--- src/rtl/mem_access_unit_if.sv ---
// Request-side and memory-bus signals of mem_access_unit bundled into one interface.
// slave is the unit's view; master is the view of the block that drives requests and models memory.
interface mem_access_unit_if;
    localparam int unsigned W = 32;

    logic         start;
    logic         we;
    logic [W-1:0] addr;
    logic [W-1:0] wdata;
    logic         mem_ready;
    logic [W-1:0] mem_rdata;

    logic [W-1:0] mem_addr;
    logic [W-1:0] mem_wdata;
    logic         mem_rd;
    logic         mem_wr;
    logic [W-1:0] rdata;
    logic         busy;
    logic         done;
    logic         error;

    modport slave (
        input  start, we, addr, wdata, mem_ready, mem_rdata,
        output mem_addr, mem_wdata, mem_rd, mem_wr, rdata, busy, done, error
    );

    modport master (
        output start, we, addr, wdata, mem_ready, mem_rdata,
        input  mem_addr, mem_wdata, mem_rd, mem_wr, rdata, busy, done, error
    );
endinterface

--- src/rtl/mem_access_unit.sv ---
// Single-word load/store unit: IDLE -> ACCESS -> DONE, with an alignment check on the request.
// Defining MEM_ACCESS_TIMEOUT_EN adds an abort after TIMEOUT_CYCLES ACCESS cycles without mem_ready.
module mem_access_unit #(
    parameter int unsigned TIMEOUT_CYCLES = 16
) (
    input  logic              clk,
    input  logic              rst_n,
    mem_access_unit_if.slave  bus
);
    localparam int unsigned W = 32;

    if (TIMEOUT_CYCLES == 0 || TIMEOUT_CYCLES > 255) begin : g_bad_timeout
        $error("mem_access_unit: TIMEOUT_CYCLES must be within 1..255");
    end

    typedef enum logic [1:0] {
        IDLE   = 2'd0,
        ACCESS = 2'd1,
        DONE   = 2'd2
    } state_t;

    state_t       state_q;
    logic         we_q;
    logic [W-1:0] mem_addr_q;
    logic [W-1:0] mem_wdata_q;
    logic         mem_rd_q;
    logic         mem_wr_q;
    logic [W-1:0] rdata_q;
    logic         busy_q;
    logic         done_q;
    logic         error_q;

`ifdef MEM_ACCESS_TIMEOUT_EN
    localparam logic [7:0] LAST_CNT = 8'(TIMEOUT_CYCLES - 1);
    logic [7:0] cnt_q;
`endif

    // Control FSM; every output is a register updated here.
    always_ff @(posedge clk or negedge rst_n) begin
        if (!rst_n) begin
            state_q     <= IDLE;
            we_q        <= 1'b0;
            mem_addr_q  <= '0;
            mem_wdata_q <= '0;
            mem_rd_q    <= 1'b0;
            mem_wr_q    <= 1'b0;
            rdata_q     <= '0;
            busy_q      <= 1'b0;
            done_q      <= 1'b0;
            error_q     <= 1'b0;
`ifdef MEM_ACCESS_TIMEOUT_EN
            cnt_q       <= 8'd0;
`endif
        end else begin
            unique case (state_q)
                IDLE: begin
                    done_q <= 1'b0;
                    if (bus.start) begin
                        busy_q <= 1'b1;
                        if (bus.addr[1:0] == 2'b00) begin
                            mem_addr_q  <= bus.addr;
                            mem_wdata_q <= bus.wdata;
                            we_q        <= bus.we;
                            mem_rd_q    <= ~bus.we;
                            mem_wr_q    <= bus.we;
                            error_q     <= 1'b0;
`ifdef MEM_ACCESS_TIMEOUT_EN
                            cnt_q       <= 8'd0;
`endif
                            state_q     <= ACCESS;
                        end else begin
                            // Misaligned: never touch the bus, report straight away.
                            error_q <= 1'b1;
                            done_q  <= 1'b1;
                            state_q <= DONE;
                        end
                    end
                end

                ACCESS: begin
                    if (bus.mem_ready) begin
                        if (!we_q) begin
                            rdata_q <= bus.mem_rdata;
                        end
                        error_q  <= 1'b0;
                        done_q   <= 1'b1;
                        mem_rd_q <= 1'b0;
                        mem_wr_q <= 1'b0;
                        state_q  <= DONE;
                    end
`ifdef MEM_ACCESS_TIMEOUT_EN
                    // Ready takes priority over the abort in the final allowed cycle.
                    else if (cnt_q == LAST_CNT) begin
                        error_q  <= 1'b1;
                        done_q   <= 1'b1;
                        mem_rd_q <= 1'b0;
                        mem_wr_q <= 1'b0;
                        state_q  <= DONE;
                    end else begin
                        cnt_q <= cnt_q + 8'd1;
                    end
`endif
                end

                DONE: begin
                    done_q  <= 1'b0;
                    busy_q  <= 1'b0;
                    state_q <= IDLE;
                end

                default: begin
                    done_q   <= 1'b0;
                    busy_q   <= 1'b0;
                    mem_rd_q <= 1'b0;
                    mem_wr_q <= 1'b0;
                    state_q  <= IDLE;
                end
            endcase
        end
    end

    assign bus.mem_addr  = mem_addr_q;
    assign bus.mem_wdata = mem_wdata_q;
    assign bus.mem_rd    = mem_rd_q;
    assign bus.mem_wr    = mem_wr_q;
    assign bus.rdata     = rdata_q;
    assign bus.busy      = busy_q;
    assign bus.done      = done_q;
    assign bus.error     = error_q;
endmodule

--- src/flat_wrapper.sv ---
// flat-port wrapper written by rule: the top's interface ports become plain ports
module mem_access_unit_flat 
#(
    parameter int unsigned TIMEOUT_CYCLES = 16
)
  (clk, rst_n, bus_start, bus_we, bus_addr, bus_wdata, bus_mem_ready, bus_mem_rdata, bus_mem_addr, bus_mem_wdata, bus_mem_rd, bus_mem_wr, bus_rdata, bus_busy, bus_done, bus_error);
  mem_access_unit_if bus_i ();
  input  logic clk;
  input  logic rst_n;
  input wire logic [$bits(bus_i.start)-1:0] bus_start;
  input wire logic [$bits(bus_i.we)-1:0] bus_we;
  input wire logic [$bits(bus_i.addr)-1:0] bus_addr;
  input wire logic [$bits(bus_i.wdata)-1:0] bus_wdata;
  input wire logic [$bits(bus_i.mem_ready)-1:0] bus_mem_ready;
  input wire logic [$bits(bus_i.mem_rdata)-1:0] bus_mem_rdata;
  output wire logic [$bits(bus_i.mem_addr)-1:0] bus_mem_addr;
  output wire logic [$bits(bus_i.mem_wdata)-1:0] bus_mem_wdata;
  output wire logic [$bits(bus_i.mem_rd)-1:0] bus_mem_rd;
  output wire logic [$bits(bus_i.mem_wr)-1:0] bus_mem_wr;
  output wire logic [$bits(bus_i.rdata)-1:0] bus_rdata;
  output wire logic [$bits(bus_i.busy)-1:0] bus_busy;
  output wire logic [$bits(bus_i.done)-1:0] bus_done;
  output wire logic [$bits(bus_i.error)-1:0] bus_error;
  assign bus_i.start = bus_start;
  assign bus_i.we = bus_we;
  assign bus_i.addr = bus_addr;
  assign bus_i.wdata = bus_wdata;
  assign bus_i.mem_ready = bus_mem_ready;
  assign bus_i.mem_rdata = bus_mem_rdata;
  assign bus_mem_addr = bus_i.mem_addr;
  assign bus_mem_wdata = bus_i.mem_wdata;
  assign bus_mem_rd = bus_i.mem_rd;
  assign bus_mem_wr = bus_i.mem_wr;
  assign bus_rdata = bus_i.rdata;
  assign bus_busy = bus_i.busy;
  assign bus_done = bus_i.done;
  assign bus_error = bus_i.error;
  mem_access_unit #(.TIMEOUT_CYCLES(TIMEOUT_CYCLES)) u_core (.clk(clk), .rst_n(rst_n), .bus(bus_i));
endmodule
--- config.mk ---
export PLATFORM = sky130hd
export DESIGN_NAME = mem_access_unit_flat
export DESIGN_NICKNAME = d
export VERILOG_FILES = /design/src/rtl/mem_access_unit_if.sv /design/src/rtl/mem_access_unit.sv /design/src/flat_wrapper.sv
export SDC_FILE = /design/constraint.sdc
export NUM_CORES = 1
export LEC_CHECK = 0
export CORE_ASPECT_RATIO = 1.2
export CORE_MARGIN = 4
export CORE_UTILIZATION = 34
export CTS_CLUSTER_DIAMETER = 200
export DETAILED_ROUTE_END_ITERATION = 12
export PLACE_DENSITY = 0.72
export RECOVER_POWER = 50
export SKIP_CTS_REPAIR_TIMING = 1
export SLEW_MARGIN = 30
export SYNTH_ARGS = -nofsm -noshare
export SYNTH_HDL_FRONTEND = slang
export SYNTH_SLANG_ARGS = --single-unit
--- constraint.sdc ---
create_clock -name clk -period 1.65 [get_ports clk]
set_clock_uncertainty 0.1 [all_clocks]
set_input_delay 0.33 -clock clk [delete_from_list [all_inputs] [get_ports clk]]
set_output_delay 0.33 -clock clk [all_outputs]
set_load 0.05 [all_outputs]
# After elaboration in Yosys (flattened, before gate mapping)
# Cells that the tools add are included.
# classes
n_eq_ne	5
mux	19
bitwise	4
reduce_logical	9
# ops
cell	count
two-way mux 1 bit	10
AND reduction 3 bit	3
two-way mux 2 bit	3
case mux 1 bit (2 select lines)	3
case mux 1 bit (3 select lines)	2
logical NOT 2 bit	2
inequality test 2 bit (second input constant)	2
NOT 1 bit	4
case mux 2 bit (2 select lines)	1
AND reduction 2 bit	2
AND reduction 4 bit	1
equality test 2 x 1 -> 1 bit (second input constant)	1
equality test 2 bit (second input constant)	1
inequality test 2 x 1 -> 1 bit (second input constant)	1
nonzero test 2 bit	1
# totals
register_bits	104
input_bits	101
out_inout_bits	101
word_cells	47

# Depth between registers and ports, before layout
# logic_depth
depth_word	4
ltp_mapped	6

# Least setup slack after synthesis
# Ideal clock, no wire load.
# synth_path
path_type	register to register
startpoint	register u_core.state_q[1]
endpoint	register u_core.mem_wdata_q[20], in the netlist u_core.bus.mem_wdata[20]
setup_ps	127
arrival_time_ps	1541
t_required_ps	1423
setup_slack_ps	-118
stages_incl_launch_ff	7
n_path_buf	3
path_cell_list	dfrtp_1 -> buf_6 -> nor4b_4 -> and2_4 -> buf_12 -> buf_8 -> mux2_1
# synth_between
elab_chain_len	2
# synth_rtl
item	line_no	rtl
start, declared	mem_access_unit.sv:22	state_t state_q;
start signal, assigned	mem_access_unit.sv:41	state_q <= IDLE;
start signal, assigned	mem_access_unit.sv:70	state_q <= ACCESS;
start signal, assigned	mem_access_unit.sv:75	state_q <= DONE;
logical NOT 2 bit	mem_access_unit.sv:55	unique case (state_q)
AND reduction 3 bit (no source line)	--	
end signal, assigned	mem_access_unit.sv:62	mem_wdata_q <= bus.wdata;
end, declared	mem_access_unit.sv:25	logic [W-1:0] mem_wdata_q;
# No other way between the ends.
# A chain may end at the register's enable or synchronous reset.

# Worst setup path after layout
# layout_path
startpoint	input bus_addr[0]
endpoint	register u_core.mem_wdata_q[18], in the netlist u_core.bus.mem_wdata[18]
# layout_between
elab_chain_len	2
# layout_rtl
item	line_no	rtl
start, declared	flat_wrapper.sv:12	input wire logic [$bits(bus_i.addr)-1:0] bus_addr;
logical NOT 2 bit	mem_access_unit.sv:60	if (bus.addr[1:0] == 2'b00) begin
AND reduction 3 bit (no source line)	--	
# No other way between the ends.

==> impl_metrics.toml <==
[worst_setup_path]
critPathMaxStageDelay_ns = 0.46
r2r_cells = 5
crit_start = "bus_addr[0]"
crit_chain = "clkdlybuf4s50_1, nor4b_4, and2_4, buf_12, buf_12, mux2_4"
start_kind = "input port"
cp_slowest_cell = "clkdlybuf4s50_1"
crit_fanout = 12
required_ns = 1.77
r2r-start = "u_core.state_q[1]$_DFFE_PN0P_"
path_delay_family = "buffers and inverters"
cp_num_buf_inv = 3
endpoint = "u_core.bus.mem_wdata[18]$_DFFE_PN0P_"
r2r-end = "u_core.bus.mem_wdata[18]$_DFFE_PN0P_"
r2r_slack_ns = -0.09
arrival_ns = 1.87
critPathKind = "in2reg"
crit_top_cell = "buf_12"
end_kind = "flop"
cp.depth = 6

[detailed_routing]
routed_wl_um = 11700
routed_via_density = 4.53
drcViolationCount = 0
ant_nets = 0
wl_per_cell_um = 18.4
vias = 2883
drtIter0Drc = 103
firstDrtPassIters = 4

[sta]
final.setup.worst_slack_ns = -0.105
max_slew_margin = 0.487
fin_setup_tns_ns = -4.97
max_freq_mhz = 570
period_needed_ns = 1.75
rsz0062_at_grt = "yes"
finalCritPeriodShare = 1.06
worst_pin_slew_ns = 0.770
hold_violations = 0
holdWs_ns = 0.351
setup_viol = 63
drv_slew = 0

[logic_synthesis]
ys_warn_count = 0
synth_top_family_by_area = "multiplexers"
synth-xor-area-share = 0
ys_seq_elements = 104
ys_types = 23
syn_nets = 343
synth_compound_area_frac = 0.0162
yosys.area_share.simple = 0.0272
syn_area_um2 = 4180
syn_inst = 242
synth_area_per_cell_um2 = 17.3
synth_fa_ha_area_frac = 0
synth_seq_area_share = 0.623
muxShareOfSynthArea = 0.296

[cts]
cts_max_level = 3
cts_made_buffers = 9
clockRootBuffer = "clkbuf_16"
cts.sinks = 104
clk_path_buf_depth = 2
clk_pin_slew_ns = 0.07
cts_tree = "built"
clk_latency_ns = 0.33

[pwr]
clkPwrFrac = 0.131
intPower_w = 0.00898
power_frac_seq = 0.297
switching_share = 0.400
irDropWorstVdd_uv = 778
power.total_w = 0.0150
p_sw_w = 0.00599
comb_power_share = 0.571
power.density_nw_per_um2 = 1870
p_leak_nw = 3.55

[cells_and_area]
fin_nets = 573
postLayoutCellArea_um2 = 8010
syn_to_final_growth_pct = 91.6
antenna-diode-count = 0
drive_above_1_share = 0.513
fillCellCount = 810

[global_routing]
grt_pass1_vias = 3109
grt_max_degree = 57
grt_overflow = 0
antenna_found_initial = 0
grt_usage = 0.156
grt_pass1_wl_um = 16800

[min_path]
worstHoldStart = "bus_mem_ready"
hold_path_class = "in2reg"

[placed_design]
hpwl_um = 8660
dpl-instance-area_um2 = 7430
port_buffers = 201
gp_congestion = 0.781

[die]
die_area_um2 = 14100
rows = 44
ios = 202
die_w_um = 109
die_y_um = 129
start_util = 0.347
core_area_um2 = 12100

[status]
status = "finished, violations left"
violations = "negative setup slack"

[job]
cap_violations = 0
-- worst register-to-register path: stages, from the launching register on --
cell and delay (ns):
dfrtp_1 0.41, nor4b_4 0.28, and2_4 0.20, buf_12 0.15
buf_12 0.17, mux2_4 0.31
-- cell usage in the layout (no fill, tap or decap), drive strengths merged --
| cell | instances |
|---|---|
| clkinv | 2 |
| and2 | 1 |
| mux2i | 3 |
| mux2 | 94 |
| o21ba | 1 |
| clkdlybuf4s50 | 96 |
| nor3 | 2 |
| a21oi | 4 |
| clkinvlp | 1 |
| buf | 122 |
| nand2 | 1 |
| dlymetal6s2s | 3 |
| dlygate4sd3 | 1 |
| o21ai | 4 |
| clkbuf | 20 |
| nor4b | 2 |
| nor2b | 5 |
| inv | 2 |
| nor2 | 6 |
| dfrtp | 104 |
| o2bb2ai | 2 |
-- through the flow --
| stage | worst slack [ns] | instances | utilization |
|---|---|---|---|
| final | -0.105 | 637 | 0.664 |
| after global routing | -0.150 | 637 | 0.664 |
| after CTS | -0.198 | 624 | 0.639 |
| after detailed placement | -0.565 | 609 | 0.616 |
| after global placement | -0.524 | 609 | 0.616 |
| after floorplan | -0.118 | 242 | - |
-- power groups by stage --
stage / clock, W / sequential (W) / combinational, W
6_report: 0.00197 / 0.00445 / 0.00856
5_1_grt: 0.00214 / 0.00458 / 0.00880
4_1_cts: 0.00204 / 0.00446 / 0.00852
3_5_place_dp: 0 / 0.00450 / 0.00851
3_3_place_gp: 0 / 0.00444 / 0.00842
2_1_floorplan: 0 / 0.00707 / 0.00105
-- metal layers --
layer | share of wire | routed length, um | vias to the layer above | track usage
met1 | 0.36 | 4250 | 1447 | 0.184
met2 | 0.54 | 6340 | 114 | 0.264
li1 | - | - | 1309 | -
met5 | 0 | 0 | - | 0
met4 | 0.016 | 191 | 0 | 0.0499
met3 | 0.082 | 962 | 13 | 0.0573
-- cell type report --
cell class | count | area, um2 | share of cell area
sequential | 104 | 2600 | 0.325
tap | 161 | 201 | 0.0251
clock buffer | 11 | 243 | 0.0303
inverter | 1 | 3.75 | 0.000469
timing repair buffer | 231 | 3460 | 0.432
multi-input combinational | 125 | 1470 | 0.184
clock inverter | 4 | 30.0 | 0.00375
-- synthesized netlist by cell type --
library cell  count  area (um2)
buf_8             1        15.0
inv_1             1        3.75
mux2_2           47         529
buf_4             1        7.51
mux2_1            7        78.8
buf_6             1        11.3
dfrtp_1         104        2600
o2bb2ai_1         2        17.5
mux2_4           40         601
nor4b_1           1        8.76
buf_12            5         100
buf_2             4        20.0
a21oi_1           4        20.0
nor2b_1           5        31.3
nand2_1           1        3.75
nor3_2            1        10.0
and2_4            1        8.76
nor3_1            1        5.00
nor4b_4           1        23.8
mux2i_1           3        30.0
o21ai_0           4        20.0
o21ba_2           1        10.0
nor2_1            6        22.5
-- worst min path at each step --
stage | end | slack (ns) | cells past startpoint
floorplan | u_core.bus.busy$_DFFE_PN0P_ | -0.07 | 0
global placement | u_core.bus.mem_wdata[16]$_DFFE_PN0P_ | 0.25 | 2
detailed placement | u_core.bus.mem_wdata[15]$_DFFE_PN0P_ | 0.25 | 2
CTS | u_core.bus.mem_wdata[15]$_DFFE_PN0P_ | -0.11 | 2
global route | u_core.state_q[1]$_DFFE_PN0P_ | 0.38 | 4
finish | u_core.state_q[1]$_DFFE_PN0P_ | 0.35 | 4
-- cell families (layout without fill, tap and decap cells) --
logic type | count (synthesis) | in the layout
AOI/OAI and AO/OA | 11 | 11
and+or+nand+nor | 17 | 17
DFF | 104 | 104
buffers and inverters | 13 | 247
muxes | 97 | 97
-- flip-flops by register name (all words and copies together), names as in the netlist --
signal,cells
u_core.bus.mem_addr,32
u_core.bus.mem_wdata,32
u_core.bus.rdata,32
u_core.state_q,2
u_core.bus.busy,1
u_core.bus.done,1
u_core.bus.error,1
u_core.bus.mem_rd,1
u_core.bus.mem_wr,1
u_core.we_q,1
(Power assumes the default switching activity.)
==> variant: new RTL, same settings <==
`W` is set to 32 in 2 places; all go to 24.
--- a/src/rtl/mem_access_unit_if.sv
+++ b/src/rtl/mem_access_unit_if.sv
@@ -3,3 +3,3 @@
 interface mem_access_unit_if;
-    localparam int unsigned W = 32;
+    localparam int unsigned W = 24;
 
--- a/src/rtl/mem_access_unit.sv
+++ b/src/rtl/mem_access_unit.sv
@@ -9,3 +9,3 @@
 );
-    localparam int unsigned W = 32;
+    localparam int unsigned W = 24;
 
Ports: changed (6 resized); port bits go from 202 to 154. No check against the original RTL was run, so the function may have changed too.
==> variant against the unedited design <==
  * The flow still finishes with violations (setup timing)
  * Via count fell by 23%
  * Final area is 28% lower
  * Sequential share of layout area increased by 2.3 points
  * Sequential power decreased by 25%
  * Sequential cell count shrank 24
  * Setup slack better by 0.0031 ns
  * Count of clock-buffer cells in the layout is 2 lower
  * Power down 27%
  * Synthesized area down 26%
  * Routed wire length down 32%
  * Largest cell class unchanged
==> variant: results (changes against the unedited design) <==
| Metric | Value |
|---|---|
| Run status | finished, violations left |
| #MultiIn Comb | 101 (-19%) |
| Nets | 438 (-24%) |
| Mux share of post-synthesis cell area | 26.5% (-3.1 points) |
| Multi-input gate area | 1070 um^2 (-27%) |
| DPL Wire Length | 6020 um (-30%) |
| Worst endpoint data arrival time | 1.87 ns (about the same) |
| Syn Nets | 269 (-22%) |
| M1 WL | 3070 um (-28%) |
| Post-synth top cells | 80 x dfrtp_1, 63 x mux2_2, 7 x mux2_1, 6 x nor2_1, 5 x nor2b_1 |
| N_taps | 117 (-27%) |
| Area grow syn2layout | 86.7% |
| Syn avg cell area | 16.1 um^2 (-7.0%) |
| Final WL | 7960 um (-32%) |
| FF-to-FF End | u_core.bus.mem_wdata[14] |
| IO buf count | 153 (-24%) |
| Max Fanout on Critical Path | 16 (+4) |
| First-pass GRT wire length | 12100 um (-28%) |
| Met3 wire len | 780 um (-19%) |
| Gr usage total | 14.6% (-0.98 points) |
| Reg-to-reg slack, setup | -0.07 ns (+0.02 ns) |
| Net switching power | 0.00441 W (-26%) |
| Power Internal | 0.00649 W (-28%) |
| M3 GR Usage | 6.77% (+1.0 points) |
| Layout clock area frac | 3.63% (+0.22 points) |
| Dpl ws | -0.537 ns (+0.0279 ns) |
| Signal buffers | 168 (-27%) |
| Seq cells | 80 (-23%) |
| Clk pin slew, worst setup/hold paths | 0.07 ns (about the same) |
| Leak pwr | 2.53 nW (-29%) |
| Met2 Use GR | 25.1% (-1.3 points) |
| Clk root buf | clkbuf_8 |
| Setup TNS | -3.41 ns (+1.56 ns) |
| Placed cells | 465 (-24%) |
| Logic depth of the worst register-to-register path | 4 (-1) |
| Metal2 WL | 4050 um (-36%) |
| Tightest Hold Check Type | flip-flop to flip-flop |
| Max rail drop VDD | 0.00121 V (+55%) |
| P_seq | 0.00333 W (-25%) |
| P_clk | 0.00151 W (-23%) |
| Non-clk buf share | 40.5% (-2.7 points) |
| Via Count | 2220 (-23%) |
| Storage cell area | 2000 um^2 (-23%) |
| Met1 Usage GRT | 16.2% (-2.2 points) |
| RD Place Congestion | 0.788 (+0.88%) |
| Vias in the first global route | 2488 (-20%) |
| Sequential share of the synthesized area | 64.9% (+2.6 points) |
| Distinct cells, synth | 21 (-8.7%) |
| Violated checks | setup timing |
| Placed inst area | 5600 um^2 (-25%) |
| Largest net degree at the start of global routing | 69 (+21%) |
| Compound-gate portion of the synthesized area | 2.19% (+0.57 points) |
| Initial DRC count | 24 (-77%) |
| Slew @ Worst Pin | 0.752 ns (-0.0178 ns) |
| Mean number of vias per cell | 4.61 (+1.8%) |
| Synth top area cells | dfrtp_1 65%, mux2_2 23%, mux2_1 2.6%, nor2b_1 1.0%, mux2i_1 0.97% |
| Final WS setup | -0.102 ns (+0.00312 ns) |
| Final setup violation count | 46 (-27%) |
| Share of post-route cells with drive strength above 1 | 47.1% (-4.1 points) |
| CP Class | input port to flip-flop |
## variant: cell count changes in the layout (fill, tap and decap cells not counted), sizes merged, moves of 2 or more
cell	unedited run	this run
buf	122	80
dfrtp	104	80
mux2	94	70
clkdlybuf4s50	96	74
bufinv	0	2
dlymetal6s2s	3	1
## variant: how the worst min path moves through the flow
stage                                  from                      end  slack, ns  depth (start not counted)
floorplan                             rst_n          u_core.bus.busy      -0.07                          0
global placement                      rst_n   u_core.bus.mem_addr[4]       0.09                          1
detailed placement                    rst_n  u_core.bus.mem_wdata[5]       0.09                          1
CTS                                   rst_n  u_core.bus.mem_wdata[8]      -0.30                          1
global route        u_core.bus.mem_addr[20]  u_core.bus.mem_addr[20]       0.43                          1
finish                  u_core.bus.rdata[7]      u_core.bus.rdata[7]       0.41                          1
## variant: worst register-to-register path, cell delays in order, from the launching register on
cell,delay (ns)
dfrtp_1,0.41
nor4b_4,0.30
and2_4,0.25
clkbuf_16,0.20
mux2_2,0.34
